==> config.mk <==
export PLATFORM = sky130hd
export DESIGN_NAME = dip_debounce
export DESIGN_NICKNAME = d
export VERILOG_FILES = /design/src/rtl/dip_pkg.sv /design/src/rtl/debounce_bit.sv /design/src/rtl/dip_debounce.sv
export SDC_FILE = /design/constraint.sdc
export NUM_CORES = 1
export LEC_CHECK = 0
export BUFFER_PORTS_ARGS = -buffer_cell sky130_fd_sc_hd__buf_2
export CAP_MARGIN = 20
export CORE_ASPECT_RATIO = 0.75
export CORE_MARGIN = 2
export CORE_UTILIZATION = 45
export CTS_BUF_LIST = sky130_fd_sc_hd__clkbuf_8
export DETAILED_ROUTE_END_ITERATION = 6
export MAX_ROUTING_LAYER = met4
export PLACE_DENSITY = 0.65
export SETUP_SLACK_MARGIN = 0.05
export SLEW_MARGIN = 20
export SYNTH_ARGS = -nofsm -noshare
export SYNTH_HDL_FRONTEND = slang
export SYNTH_HIERARCHICAL = 1
export SYNTH_SLANG_ARGS = --single-unit
==> constraint.sdc <==
create_clock -name clk -period 5.9 [get_ports clk]
set_input_delay 0.885 -clock clk [delete_from_list [all_inputs] [get_ports clk]]
set_output_delay 0.885 -clock clk [all_outputs]
set_load 0.01 [all_outputs]
==> src/rtl/dip_pkg.sv <==
// Shared constants and types for the DIP switch debouncer.
package dip_pkg;

  localparam int DIP_WIDTH        = 8;
  localparam int DIP_TICK_DIV     = 12000;
  localparam int DIP_STABLE_TICKS = 8;

  // Per-bit qualification state: IDLE when the synchronised input matches
  // the debounced value, PENDING while a differing level is being qualified.
  typedef enum logic {
    BIT_IDLE    = 1'b0,
    BIT_PENDING = 1'b1
  } bit_state_t;

  // Width of the per-bit tick counter; it only ever reaches STABLE_TICKS-1.
  function automatic int dip_cnt_width(input int stable_ticks);
    return $clog2(stable_ticks + 1);
  endfunction

endpackage

==> src/rtl/debounce_bit.sv <==
// One switch bit: 2-FF synchroniser, tick-qualified counter and the debounced flop.
// commit is high in the cycle whose closing edge toggles stable_bit.
module debounce_bit
  import dip_pkg::*;
#(
  parameter int STABLE_TICKS = DIP_STABLE_TICKS,
  parameter int CNT_W        = dip_cnt_width(STABLE_TICKS)
) (
  input  logic       clk,
  input  logic       rst_n,
  input  logic       raw_bit,
  input  logic       tick,
  output logic       stable_bit,
  output logic       commit,
  output bit_state_t state
);

  localparam logic [CNT_W-1:0] CNT_LAST = CNT_W'(STABLE_TICKS - 1);

  logic             sync_a;
  logic             sync_b;
  logic [CNT_W-1:0] cnt;
  logic [CNT_W-1:0] cnt_nxt;
  logic             stable_q;
  logic             stable_nxt;

  always_ff @(posedge clk or negedge rst_n) begin
    if (!rst_n) begin
      sync_a <= 1'b0;
      sync_b <= 1'b0;
    end else begin
      sync_a <= raw_bit;
      sync_b <= sync_a;
    end
  end

  // State register: counter and debounced value.
  always_ff @(posedge clk or negedge rst_n) begin
    if (!rst_n) begin
      cnt      <= '0;
      stable_q <= 1'b0;
    end else begin
      cnt      <= cnt_nxt;
      stable_q <= stable_nxt;
    end
  end

  // A matching input in any cycle drops back to IDLE, so a bounce restarts qualification.
  always_comb begin
    cnt_nxt    = cnt;
    stable_nxt = stable_q;
    if (state == BIT_IDLE) begin
      cnt_nxt = '0;
    end else if (commit) begin
      cnt_nxt    = '0;
      stable_nxt = ~stable_q;
    end else if (tick) begin
      cnt_nxt = cnt + CNT_W'(1);
    end
  end

  always_comb begin
    state      = (sync_b != stable_q) ? BIT_PENDING : BIT_IDLE;
    commit     = (state == BIT_PENDING) && tick && (cnt == CNT_LAST);
    stable_bit = stable_q;
  end

endmodule

==> src/rtl/dip_debounce.sv <==
// DIP switch debouncer: shared sample-tick prescaler, WIDTH debounce_bit lanes,
// change strobe. Define DIP_DEBOUNCE_EDGE_EN to add per-bit rise/fall pulses.
module dip_debounce
  import dip_pkg::*;
#(
  parameter int WIDTH        = DIP_WIDTH,
  parameter int TICK_DIV     = DIP_TICK_DIV,
  parameter int STABLE_TICKS = DIP_STABLE_TICKS
) (
  input  logic             clk,
  input  logic             rst_n,
  input  logic [WIDTH-1:0] raw,
  output logic [WIDTH-1:0] stable,
  output logic             changed,
`ifdef DIP_DEBOUNCE_EDGE_EN
  output logic [WIDTH-1:0] rise,
  output logic [WIDTH-1:0] fall,
`endif
  output logic [WIDTH-1:0] dbg_pending
);

  localparam int PW = $clog2(TICK_DIV);
  localparam logic [PW-1:0] PRESC_LAST = PW'(TICK_DIV - 1);

  logic [PW-1:0]    presc;
  logic             tick;
  logic [WIDTH-1:0] commit;

  // Free-running: input activity never restarts the sample grid.
  always_ff @(posedge clk or negedge rst_n) begin
    if (!rst_n) begin
      presc <= '0;
    end else if (tick) begin
      presc <= '0;
    end else begin
      presc <= presc + PW'(1);
    end
  end

  assign tick = (presc == PRESC_LAST);

  for (genvar i = 0; i < WIDTH; i++) begin : g_bit
    bit_state_t st;

    debounce_bit #(
      .STABLE_TICKS(STABLE_TICKS)
    ) u_bit (
      .clk       (clk),
      .rst_n     (rst_n),
      .raw_bit   (raw[i]),
      .tick      (tick),
      .stable_bit(stable[i]),
      .commit    (commit[i]),
      .state     (st)
    );

    assign dbg_pending[i] = (st == BIT_PENDING);
  end

  always_ff @(posedge clk or negedge rst_n) begin
    if (!rst_n) begin
      changed <= 1'b0;
    end else begin
      changed <= |commit;
    end
  end

`ifdef DIP_DEBOUNCE_EDGE_EN
  // Committing bits toggle, so the new value is the inverse of the current one.
  always_ff @(posedge clk or negedge rst_n) begin
    if (!rst_n) begin
      rise <= '0;
      fall <= '0;
    end else begin
      rise <= commit & ~stable;
      fall <= commit & stable;
    end
  end
`endif

endmodule
==> results of run 1 <==
## cells by family (layout without fill, tap and decap cells)
logic type                 count (synthesis)  after routing  synth area share
muxes                                     16             16           0.05229
buffers and inverters                     16             52           0.02768
adders and majority gates                 10             10           0.03845
DFF                                       71             71            0.5459
AOI/OAI and AO/OA                         18             18           0.03691
and+or+nand+nor                          133            133            0.2261
xor gates and xnor gates                  27             27           0.07266
## area by class of cell
cell class,count,area [um^2]
tap,98,122.6
clock inverter,6,85.08
multi-input combinational,204,1394
clock buffer,10,137.6
fill,643,3206
inverter,8,30.03
timing repair buffer,28,145.1
sequential,71,1777
## sequential cells by signal (all words and copies together) (netlist names)
register                cells
g_bit.u_bit/sync_a          8
changed                     1
g_bit.u_bit/stable_bit      8
g_bit.u_bit/cnt            32
presc                      14
g_bit.u_bit/sync_b          8
## layer usage
layer,global-route usage,vias to the layer above,part of all wire
met2,0.2322,40,0.43
met3,0.06036,10,0.039
met5,-,-,0
li1,-,1070,-
met4,0.06533,0,0.017
met1,0.2275,1034,0.51
## through the flow
step | cell area (um^2) | hold slack [ns] | instances
global route | 3691 | 0.3670 | 425
detailed placement | 3468 | 0.3373 | 409
floorplan | 3254 | 0.3312 | 291
finish | 3691 | 0.3509 | 425
CTS | 3691 | 0.3549 | 425
global placement | 3468 | 0.3327 | 409
## where the power goes
part | total [mW] | internal (mW) | switching (mW)
registers | 0.495 | 0.492 | 0.00260
clock network | 0.428 | 0.248 | 0.180
logic | 0.0246 | 0.00660 | 0.0180
total | 0.947 | 0.746 | 0.201
## layout by cell type (no fill, tap or decap), types with 9 or more instances in the layout
cell and instances:
nor2_1 34, xor2_1 16, dfrtp_1 71, xnor2_1 11, nand3b_1 14, clkbuf_8 10
nand3_1 9, buf_2 26, ha_1 10, nand2_1 23, inv_1 9, nand4_1 13
## path summary, 6_finish.rpt
kind / from / endpoint / slack, ns / cells after the start
worst min-delay path: g_bit[0].u_bit/sync_a / g_bit[0].u_bit/sync_b / 0.35 / 0
worst min register to register: g_bit[0].u_bit/sync_a / g_bit[0].u_bit/sync_b / 0.35 / 0
max in group asynchronous: rst_n / g_bit[4].u_bit/sync_a / 4.60 / 2
worst max register to register: presc[5] / g_bit[1].u_bit/cnt[3] / 3.40 / 6
min in group asynchronous: rst_n / g_bit[7].u_bit/cnt[2] / 0.73 / 2
worst max-delay path: presc[5] / g_bit[1].u_bit/cnt[3] / 3.40 / 6
==> results.md, run 1 <==
- Setup Skew: 0.01099 ns
- Worst-Skew Late Latency: 0.35 ns
- Family with the most delay on the worst path: simple AND/OR/NAND/NOR gates
- CP Class: flip-flop to flip-flop
- Net count after synthesis: 311
- Largest net degree at the start of global routing: 72
- FFs w/ async S/R, synth: 1.000
- Slowest stage cell, crit path: or4b_2
- Top cells by count, synth: dfrtp_1, nor2_1, nand2_1, xor2_1, nand3b_1
- Worst VDD drop: 0.1275 mV
- IO buf count: 26
- DR WL/cell: 13.15 um
- Die width: 102.2 um
- Initial drt markers: 88
- First-pass GRT wire length: 9880 um
- Syn. warnings: 6
- Top cell type's share of synthesized area: 0.5459
- Clock Path Buffers: 2
- Setup_tns: 0 ns
- # setup viols final: 0
- Clk pin slew, worst setup/hold paths: 0.08 ns
- Vias in the first global route: 2074
- GRT Overall Usage: 0.1685
- Core area: 6897 um^2
- RePlAce Congestion: 0.8413
- RSZ-0062 raised after global routing: no
- Ys flop type: dfrtp_1
- Total clock sinks: 71
- Diode count: 0
- Hold WC Path Type: flip-flop to flip-flop
- Area delta synth->final: 13.42%
- Avg Cell Area, Syn: 11.18 um^2
- Clock buffer count from CTS: 9
- Synth cell types: 31
- Final Hold Viols: 0
- DP HPWL: 3630 um
- Initial Util: 0.4719
- Synth area leaders: dfrtp_1, xor2_1, nor2_1
- CTS root buf: clkbuf_8
- Critical Path RT: 6.18 ns
- Crit. End Element: flip-flop
- Row Count: 26
- MaxCap Viol Count: 0
- Antenna violations before repair: 0
- Detailed Route WL: 5587 um
- H-tree Lvls: 3
- Area leader, netlist: dfrtp_1
- Gr ovfl total: 0
- Setup repair bufs after CTS: 0
- Vias after detailed routing: 2154
- CTS Hold Buffers Added: 0
- Arrival @ worst endpoint: 2.79 ns
- Die ar.: 7935 um^2
- PwrDens: 256.6 nW/um^2
- CP Buf/Inv Count: 1
- Max-slew violation count: 0
- Leak Pwr: 1.644 nW
- Status: finished, final reports clean
- Layout cells sized above 1: 0.1957
- Via density: 5.068
- Crit path max fanout: 48
- TritonRoute pass-1 iters: 4
- Post-synthesis register bit count: 71
- CTS tree: yes
- Top-count cell post-synth: dfrtp_1
- Max Clk Rate: 399.6 MHz
- NumNets Final: 342
- Gate Count Post-Synth: 291
- Worst Slack Setup Final: 3.397 ns
- Slowest cell delay on critical path: 0.69 ns
- IO Pins: 27
- Dpl ws: 3.454 ns
- CP startpoint kind: flip-flop
- Util after Layout: 0.5352
- Tmin final: 2.503 ns
- Seq/Total Area, Yosys: 0.5459
- ANT nets after route: 0
- Tcrit/Tclk final: 0.4242
- CP cell instances: or4b_2, nor4_2, buf_4, nand4_1, or3_1, a21oi_2
- Post-route DRC: 0
- Die Y-Extent: 77.65 um
- Total Power: 0.9471 mW
- Post-synth design cell area: 3254 um^2
- Post-CTS sizing: 0
- Max_slew headroom: 0.4173
- Worst-Margin Slew: 0.8740 ns
- Number of flops mapped to enable cells by yosys: 0
Note: power is estimated with default switching activity, not from simulation.
==> inputs of run 2 (changes only) <==
PLACE_DENSITY = default   (was 0.65)
clock period = 2.4 ns   (was 5.9 ns; I/O delays follow)
==> run 2 against run 1 <==
Effect of this change:
- clock power rose by 140%
- sequential power is 150% higher
- via count up 2.0%
- setup slack worse by 3.2 ns
- flip-flop and latch count unchanged
- combinational power rose to 2.7 times the previous value
- sequential share of layout area fell by 0.90 points
- cell area is 1.9% higher
- critical path depth is the same
- global-route usage is essentially flat
- worst hold slack worse by 0.34 ns
- die area did not move
- largest power group unchanged
==> results.md, run 2 (synthesis gave the netlist of run 1 again) <==
- Status: finished, final reports clean
- Worst-Skew Late Latency: 0.34 ns
- IO Pins: 27
- Via density: 5.100
- First-pass GRT wire length: 9922 um
- Worst VDD drop: 0.4741 mV
- Die width: 102.2 um
- TritonRoute pass-1 iters: 4
- Diode count: 0
- Max_slew headroom: 0.5939
- Initial drt markers: 96
- Dpl ws: 0.1816 ns
- Register Area: 1777 um^2
- H-tree Lvls: 3
- Die ar.: 7935 um^2
- Clock Path Buffers: 2
- Int Power: 1.840 mW
- Gr ovfl total: 0
- MaxCap Viol Count: 0
- Most flops, register: g_bit.u_bit/cnt
- DP HPWL: 3952 um
- Post-route DRC: 0
- Detailed Route WL: 5638 um
- GRT Overall Usage: 0.1685
- Commonest non-fill, non-tap cell in the layout: dfrtp_1
- Area delta synth->final: 15.57%
- Hold WC Path Type: input pin to asynchronous set/reset pin
- Max Clk Rate: 451.0 MHz
- Seq pwr share: 0.522
- CTS Hold Buffers Added: 0
- Initial Util: 0.4719
- Clock buffer count from CTS: 9
- Comb power frac: 0.029
- Setup Skew: 0.007730 ns
- # setup viols final: 0
- Vias after detailed routing: 2198
- Vias in the first global route: 2122
- ANT nets after route: 0
- Crit. End Element: flip-flop
- Setup repair bufs after CTS: 0
- Critical Path RT: 2.68 ns
- Area taken by multi-input logic gates: 1406 um^2
- Post-CTS sizing: 0
- CP startpoint kind: flip-flop
- Tmin final: 2.218 ns
- Fillers: 646
- Post-Layout Cell Count: 431
- DR WL/cell: 13.08 um
- Arrival @ worst endpoint: 2.49 ns
- IO buf count: 26
- Setup_tns: 0 ns
- Layout cells sized above 1: 0.2102
- Placed insts: 415
- Final Hold Viols: 0
- NumNets Final: 348
- CP Class: flip-flop to flip-flop
- Largest net degree at the start of global routing: 49
- Clk pin slew, worst setup/hold paths: 0.07 ns
- RePlAce Congestion: 0.8822
- CTS root buf: clkbuf_8
- Clock power share: 0.449
- Most frequent cells in the layout: dfrtp_1, nor2_1, buf_2
- Switching share of total power: 0.2092
- CTS tree: yes
- Hold Slack: 0.01158 ns
- Worst Slack Setup Final: 0.1825 ns
- Max-slew violation count: 0
- Crit path max fanout: 48
- RSZ-0062 raised after global routing: no
- Leak Pwr: 1.695 nW
- Max FFs per register: 32
- Util after Layout: 0.5454
- PwrDens: 618.7 nW/um^2
- Tcrit/Tclk final: 0.9240
- Core area: 6897 um^2
- Total clock sinks: 71
- Row Count: 26
- Net Switching: 0.4867 mW
- Worst-Margin Slew: 0.6048 ns
- Die Y-Extent: 77.65 um
- Antenna violations before repair: 0
- Top Registers: g_bit.u_bit/cnt (32), presc (14)
==> run 2: changes by cell type in the layout (fill, tap and decap cells not counted), sizes merged <==
cell  change
buf       +6
==> run 2: worst max-delay path, cell delays in order, from the launching register on <==
cell,delay (ns)
dfrtp_1,0.43
or4b_4,0.57
nor4_4,0.27
buf_12,0.26
nand4_1,0.13
or3_1,0.37
a21oi_2,0.11
==> run 2: path summary, 6_finish.rpt <==
| kind | slack (ns) | to | cells past startpoint | start |
|---|---|---|---|---|
| min in group clk | 0.12 | g_bit[1].u_bit/sync_a | 1 | raw[1] |
| max in group asynchronous | 1.67 | g_bit[1].u_bit/sync_a | 2 | rst_n |
| worst max-delay path | 0.18 | g_bit[0].u_bit/cnt[3] | 6 | presc[12] |
| worst max register to register | 0.18 | g_bit[0].u_bit/cnt[3] | 6 | presc[12] |
| worst min register to register | 0.35 | g_bit[0].u_bit/sync_b | 0 | g_bit[0].u_bit/sync_a |
| worst min-delay path | 0.01 | g_bit[4].u_bit/cnt[0] | 1 | rst_n |
==> run 2: power groups by stage <==
stage                     Clock (mW)  Sequential (mW)  Combinational [mW]
final                           1.04             1.22              0.0675
after CTS                       1.09             1.22              0.0714
after global routing            1.15             1.22              0.0783
after detailed placement           0             1.24              0.0713
after floorplan                    0             1.24              0.0296
after global placement             0             1.24              0.0700
==> run 2: stage by stage <==
step                power [mW]  instance area [um^2]
global placement         1.309                  3538
finish                   2.327                  3761
detailed placement       1.311                  3538
floorplan                1.267                  3273
CTS                      2.373                  3761
global route             2.443                  3761
==> run 2: cell type report <==
class                   instances  area share
clock buffers                  10     0.03659
multi-input cells             204      0.3739
clock inverters                 6     0.02262
repair buffers                 34     0.05389
well taps                      98     0.03260
flip-flops and latches         71      0.4724
inverters                       8    0.007984
==> run 2: routing by layer <==
metal | share of wire | vias to the layer above | track usage
li1 | - | 1088 | -
met5 | 0 | - | -
met4 | 0.017 | 0 | 0.06400
met3 | 0.045 | 11 | 0.06216
met1 | 0.53 | 1058 | 0.2359
met2 | 0.41 | 41 | 0.2224
==> inputs of run 3 (changes only) <==
CELL_PAD_IN_SITES_DETAIL_PLACEMENT = 2   (was default)
CELL_PAD_IN_SITES_GLOBAL_PLACEMENT = 2   (was default)
CORE_UTILIZATION = 41   (was 45)
PLACE_DENSITY_LB_ADDON = 0.1   (was default)
clock period = 2.5 ns   (was 2.4 ns; I/O delays follow)
==> run 3 against run 2 <==
Effect of this change:
- setup slack better by 0.044 ns
- core utilization down 6.2 points
- critical path depth unchanged
- global-route usage up 2.5 points
- sequential power down 4%
- flip-flop and latch count unchanged
- first-iteration DRC count down 33%
- maximum frequency down 2.5%
- die area up 9.3%
- critical path type unchanged
- critical endpoint unchanged
- highest routed layer unchanged
==> results.md, run 3 (synthesis gave the netlist of run 1 again) <==
- Status: finished, final reports clean
- GRT Overall Usage: 0.1931
- Tcrit/Tclk final: 0.9094
- # setup viols final: 0
- Vias after detailed routing: 2274
- RePlAce Congestion: 0.7849
- RR Startpoint: presc[5]
- Crit path max fanout: 48
- Die width: 106.9 um
- DR WL/cell: 15.86 um
- Reg2Reg Capture Point: g_bit[0].u_bit/cnt[3]
- Initial Util: 0.4184
- Setup Skew: 0.007228 ns
- Via density: 5.204
- CP Class: flip-flop to flip-flop
- TritonRoute pass-1 iters: 4
- Clock Path Buffers: 2
- WL met1: 3504 um
- Clock buffer count from CTS: 9
- Tmin final: 2.273 ns
- Total Power: 2.158 mW
- Max_slew headroom: 0.5355
- Met2 routed WL: 3108 um
- CTS root buf: clkbuf_8
- Initial drt markers: 64
- Dpl ws: 0.2407 ns
- Largest net degree at the start of global routing: 72
- NumNets Final: 348
- Crit. End Element: flip-flop
- Die ar.: 8673 um^2
- WL met3: 249 um
- IO buf count: 26
- Die Y-Extent: 81.16 um
- CTS Hold Buffers Added: 0
- Final Hold Viols: 0
- CTS tree: yes
- PwrDens: 574.6 nW/um^2
- R2r setup slk: 0.23 ns
- Hold WC Path Type: input pin to asynchronous set/reset pin
- Max-slew violation count: 0
- DR top layer: met4
- MaxCap Viol Count: 0
- Layout cells sized above 1: 0.2108
- Commonest non-fill, non-tap cell in the layout: dfrtp_1
- Antenna violations before repair: 0
- First-pass GRT wire length: 12380 um
- Clk pin slew, worst setup/hold paths: 0.07 ns
- R2R depth: 6
- RSZ-0062 raised after global routing: no
- Detailed Route WL: 6931 um
- IO Pins: 27
- Worst VDD drop: 0.3452 mV
- Post-CTS sizing: 0
- Arrival @ worst endpoint: 2.55 ns
- Gr ovfl total: 0
- Vias in the first global route: 2446
- Area delta synth->final: 15.42%
- Most frequent cells in the layout: dfrtp_1, nor2_1, buf_2
- H-tree Lvls: 3
- Leak Pwr: 1.692 nW
- Diode count: 0
- DP HPWL: 4873 um
- ANT nets after route: 0
- Total clock sinks: 71
- CP startpoint kind: flip-flop
- Post-route DRC: 0
- Max FFs per register: 32
- Critical Path RT: 2.78 ns
- Max Clk Rate: 439.9 MHz
- Worst Slack Setup Final: 0.2265 ns
- Setup repair bufs after CTS: 0
- Row Count: 28
- Most flops, register: g_bit.u_bit/cnt
- Top Registers: g_bit.u_bit/cnt (32), presc (14)
- Worst-Margin Slew: 0.6918 ns
- Worst-Skew Late Latency: 0.35 ns
- Core area: 7777 um^2
[run 3: cell types whose count changed in the layout (fill, tap and decap cells not counted), sizes merged]
cell	previous run	this run
bufinv	2	1
clkbuf	10	11
clkinv	2	3
clkinvlp	1	0
inv	9	8
[run 3: worst max-delay path by stage]
| stage | cells after the start | startpoint | endpoint | slack (ns) |
|---|---|---|---|---|
| 5_1_grt | 6 | presc[5] | g_bit[5].u_bit/cnt[3] | 0.1 |
| 6_report | 6 | presc[5] | g_bit[0].u_bit/cnt[3] | 0.23 |
| 3_5_place_dp | 6 | presc[5] | g_bit[7].u_bit/cnt[3] | 0.24 |
| 3_3_place_gp | 6 | presc[12] | g_bit[0].u_bit/cnt[3] | 0.31 |
| 4_1_cts | 6 | presc[5] | g_bit[0].u_bit/cnt[3] | 0.22 |
| 2_1_floorplan | 5 | presc[12] | g_bit[0].u_bit/cnt[3] | -0.55 |
[run 3: area by class of cell]
| class | count | area (um^2) |
|---|---|---|
| fill | 821 | 4021 |
| sequential | 71 | 1777 |
| multi-input combinational | 204 | 1406 |
| timing repair buffer | 34 | 215.2 |
| clock buffer | 11 | 151.4 |
| tap | 105 | 131.4 |
| clock inverter | 4 | 45.04 |
| inverter | 8 | 30.03 |
[run 3: stage by stage]
stage               cell area [um^2]  utilization  hold slack, ns  TNS [ns]  cells
global placement                3560       0.4577          0.3326         0    422
finish                          3756       0.4829         0.01396         0    437
detailed placement              3560       0.4577          0.3365         0    422
CTS                             3756       0.4829         0.05337         0    437
floorplan                       3273            -         0.07941    -12.70    291
global route                    3756       0.4829         0.04893         0    437
[run 3: worst max-delay path, cell delays in order, from the launching register on]
cell and delay (ns):
dfrtp_1 0.46, or4b_4 0.55, nor4_4 0.27, buf_12 0.27
nand4_1 0.14, or3_1 0.38, a21oi_2 0.11
[run 3: power by group]
part / total, mW / internal (mW) / switching (mW)
clock network: 0.925 / 0.505 / 0.420
logic: 0.0665 / 0.0209 / 0.0456
registers: 1.17 / 1.16 / 0.00623
total: 2.16 / 1.69 / 0.472
[run 3: per-layer routing]
metal,GRT usage,vias up
met5,-,-
met4,0.05844,0
met3,0.05778,6
met2,0.2752,33
met1,0.2666,1155
li1,-,1080
